<file path="src/rtl/jk_pkg.sv">
// Shared mode encoding for the JK-cell register family.
package jk_pkg;

    typedef logic [1:0] mode_t;

    localparam mode_t MODE_JK    = 2'b00;
    localparam mode_t MODE_LOAD  = 2'b01;
    localparam mode_t MODE_COUNT = 2'b10;
    localparam mode_t MODE_HOLD  = 2'b11;

endpackage

</file>
<file path="src/rtl/jk_bit.sv">
// Single JK flip-flop cell with asynchronous active-low reset to a per-bit value.
module jk_bit (
    input  logic clk,
    input  logic rst,
    input  logic rst_val,
    input  logic j,
    input  logic k,
    output logic q,
    output logic qb
);

    always_ff @(posedge clk or negedge rst) begin
        if (!rst) begin
            q <= rst_val;
        end else begin
            case ({j, k})
                2'b01:   q <= 1'b0;
                2'b10:   q <= 1'b1;
                2'b11:   q <= ~q;
                default: q <= q;
            endcase
        end
    end

    assign qb = ~q;

endmodule

</file>
<file path="src/rtl/jk_reg_counter.sv">
// WIDTH-bit register of JK cells; every mode (JK, load, count, hold) is expressed
// purely as J/K steering so the cell semantics are preserved bit-exact.
module jk_reg_counter
    import jk_pkg::*;
#(
    parameter int               WIDTH    = 4,
    parameter logic [WIDTH-1:0] RST_VAL  = '0,
    parameter int               SATURATE = 0
) (
    input  logic             clk,
    input  logic             rst,
    input  logic             en,
    input  mode_t            mode,
    input  logic             up,
    input  logic [WIDTH-1:0] j,
    input  logic [WIDTH-1:0] k,
    input  logic [WIDTH-1:0] d,
    output logic [WIDTH-1:0] q,
    output logic [WIDTH-1:0] qb,
    output logic             tc,
    output logic             wrap
);

    localparam bit SAT = (SATURATE != 0);

    logic [WIDTH-1:0] jv;
    logic [WIDTH-1:0] kv;
    logic [WIDTH-1:0] tgl;
    logic             wrap_next;

    // Bit i toggles when every lower bit already equals the direction bit
    // (all ones going up, all zeros going down): a ripple-free carry chain.
    always_comb begin : p_tgl
        logic hit;
        hit = 1'b1;
        tgl = '0;
        for (int i = 0; i < WIDTH; i++) begin
            hit = 1'b1;
            for (int b = 0; b < WIDTH; b++) begin
                if ((b < i) && (q[b] != up)) hit = 1'b0;
            end
            tgl[i] = hit;
        end
    end

    assign tc = en && (mode == MODE_COUNT) && (up ? (&q) : (~|q));

    always_comb begin
        jv        = '0;
        kv        = '0;
        wrap_next = 1'b0;
        if (en) begin
            case (mode)
                MODE_JK: begin
                    jv = j;
                    kv = k;
                end
                MODE_LOAD: begin
                    jv = d;
                    kv = ~d;
                end
                MODE_COUNT: begin
                    // Saturating instances freeze at the boundary instead of wrapping.
                    if (!(SAT && tc)) begin
                        jv        = tgl;
                        kv        = tgl;
                        wrap_next = tc;
                    end
                end
                default: begin
                    jv = '0;
                    kv = '0;
                end
            endcase
        end
    end

    for (genvar i = 0; i < WIDTH; i++) begin : g_bit
        jk_bit u_bit (
            .clk     (clk),
            .rst     (rst),
            .rst_val (RST_VAL[i]),
            .j       (jv[i]),
            .k       (kv[i]),
            .q       (q[i]),
            .qb      (qb[i])
        );
    end

    // Registered on the same edge as the wrap, so it lines up with the wrapped q.
    always_ff @(posedge clk or negedge rst) begin
        if (!rst) begin
            wrap <= 1'b0;
        end else begin
            wrap <= wrap_next;
        end
    end

endmodule

</file>
<file path="config.mk">
export PLATFORM = sky130hd
export DESIGN_NAME = jk_reg_counter
export DESIGN_NICKNAME = d
export VERILOG_FILES = /design/src/rtl/jk_pkg.sv /design/src/rtl/jk_bit.sv /design/src/rtl/jk_reg_counter.sv
export SDC_FILE = /design/constraint.sdc
export NUM_CORES = 1
export LEC_CHECK = 0
export BUFFER_PORTS_ARGS = -buffer_cell sky130_fd_sc_hd__buf_2
export CAP_MARGIN = 20
export CORE_MARGIN = 3
export CORE_UTILIZATION = 35
export DETAILED_ROUTE_END_ITERATION = 12
export MAX_ROUTING_LAYER = met4
export PLACE_DENSITY = 0.66
export SLEW_MARGIN = 20
export SYNTH_ARGS = -nofsm -noshare
export SYNTH_HDL_FRONTEND = slang
export SYNTH_SLANG_ARGS = --single-unit
export TNS_END_PERCENT = 20
</file>
<file path="constraint.sdc">
create_clock -name clk -period 1.9 [get_ports clk]
set_clock_uncertainty 0.15 [all_clocks]
set_input_delay 0.19 -clock clk [delete_from_list [all_inputs] [get_ports clk]]
set_output_delay 0.19 -clock clk [all_outputs]
set_load 0.02 [all_outputs]
</file>
==> metrics <==
status finished clean; port buffer count 27; Core Area ~1200 um^2; DRC 0; final period utilization 0.921; Pwr Total around 0.60 mW; CTS max path bufs 2; Setup-failing EPs final 0; mapped cell area 497 um^2; dominant cell type by area after synthesis dfrtp_1; Nets between 100 and 150; Crit. End Element primary output; TritonRoute pass-1 iters 4; maximum vdd ir drop 0.349 mV; synthesized net count between 70 and 80; DR vias 461; post-synthesis sequential area ratio 0.252; register bit total from synthesis 5; Mean Syn Cell Area between 8 and 9 um^2; Via density roughly 4.8; clk sinks 5; Clock Pin Slew Worst Setup and Hold Paths about 50 ps; H-tree depth 1; initial cell density of the core 0.408; Die Wd approximately 44 um; most common cell after layout, fill and taps aside buf_2; Antenna Violating Nets Remaining 0; share of post-route cells with drive strength above 1 0.410; reg2reg end g_bit[2].u_bit.q; Slew HR 0.779; RSZ-0062 raised after global routing no; Die Ht around 44 um; commonest cells after routing, fill and taps aside buf_2, inv_1, o21ai_0, dfrtp_1; CP Data Required Time approximately 1600 ps; R2R depth 4; Worst EP arrival 1410 ps; max cap viols 0; post-synth top area share 0.252; CP Max Fanout 5; synth unique cells 25; max-slew violation count 0; Hold Crit Class input pin to flip-flop; CTS buffer count 3; Hold Crit Endpoint g_bit[1].u_bit.q; Cell Pwr Density approximately 980 nW/um^2; initial antenna violation count 0; Worst-Margin Slew 328 ps; hold path start en; vias in the first global route approximately 400; post-DP HPWL between 800 and 900 um; Syn Inst Count roughly 60; reg-to-reg startpoint g_bit[1].u_bit.q; final instance area around 610 um^2; fmax 0.572 GHz; leakage power 0.321 nW; Setup CP Type flip-flop to primary output; final hold vios 0; setup bufs post-CTS 0; num rows 12; metal2 WL 465 um; all-layer global routing usage 0.115; dominant cells by area after synthesis dfrtp_1, buf_4, mux2i_1, nand2b_1, o21ai_0; Routed met3 length ~85 um; yosys warns 0; clk root buf clkbuf_4; fin crit period 1750 ps; Min Hold Slack just under 80 ps; Worst Hold Depth 2; first-pass GRT wire length 1.62 mm; crit path launch type flip-flop; Synth-to-Final Area Change 23.4%; CTS tree built; die area between 1500 and 2000 um^2; WL per Instance about 10 um; IO Count 28; starting DRC count in detailed routing 5; M1 wire length roughly 460 um; Routed WL between 1 and 1.5 mm; Max Used Layer met3; Final Wtd Congestion slightly below 0.7; clk_lat worst skew around 240 ps; Placed Area approximately 570 um^2; largest net degree at the start of global routing 15; Fin Setup TNS 0 ps; Congestion Overflow GR 0; Antenna diodes 0; flop-to-flop setup slack between 400 and 500 ps
## power by group
| part | internal, mW | switching (mW) |
|---|---|---|
| logic | 0.110 | 0.173 |
| registers | 0.140 | 0.0568 |
| clock network | 0.0793 | 0.0424 |
## metal layers
layer | vias to the layer above | global-route usage
li1 | 252 | -
met1 | 191 | 0.148
met2 | 18 | 0.157
met3 | 0 | 0.0290
met4 | 0 | 0.0723
met5 | - | -
## registers in the layout, indices dropped and copies added (netlist names)
signal,cells
wrap,1
g_bit.u_bit.q,4
## per-stage QoR
stage	util	setup WS (ps)	std cells
global route	0.504	44.0	97
floorplan	-	357	61
global placement	0.469	374	92
detailed placement	0.469	308	92
finish	0.504	150	97
CTS	0.499	50.9	97
## worst max-delay path, cell delays in order (launching register included)
cell     delay [ps]
dfrtp_1         420
nor4_2          310
nand2_1         120
a21oi_1         140
buf_2           170
## cell families (layout without fill, tap and decap cells)
kind of cell	count (synthesis)	after routing	synth area share
AOI/OAI and AO/OA	20	20	0.254
xor gates and xnor gates	1	1	0.0176
buffers and inverters	16	38	0.204
DFF	5	5	0.252
muxes	4	4	0.0806
and+or+nand+nor	15	15	0.191
## Yosys cell counts
master	count
a21oi_1	3
a21oi_2	1
a22oi_1	1
a31oi_1	1
and4_2	1
buf_4	9
buf_6	1
dfrtp_1	5
inv_1	6
mux2i_1	4
nand2_1	3
nand2b_1	4
nand3_1	1
nand3b_4	1
nor2_1	3
nor4_1	1
o211ai_1	1
o21a_1	2
o21ai_0	5
o21ai_1	2
o21bai_1	1
o22ai_1	1
o311ai_0	2
or3_1	1
xor2_1	1
## final cells by class
class                      instances  area (um^2)
clock buffer                       4         26.3
fill                             130          603
inverter                           6         22.5
multi-input combinational         40          277
sequential                         5          125
tap                               14         17.5
timing repair buffer              28          145
## what timing repair did
action | in CTS | in global routing
hold buffers | 1 | 0
endpoints found under the setup margin | 0 | 1
endpoints found under the hold margin | 5 | 0
resized for setup | 0 | 1
## worst max path at each step
stage | start | to
finish | g_bit[2].u_bit.q | tc
global route | g_bit[1].u_bit.q | tc
CTS | g_bit[2].u_bit.q | tc
detailed placement | g_bit[1].u_bit.q | tc
global placement | g_bit[1].u_bit.q | tc
floorplan | g_bit[0].u_bit.q | tc
(Power assumes the default switching activity.)
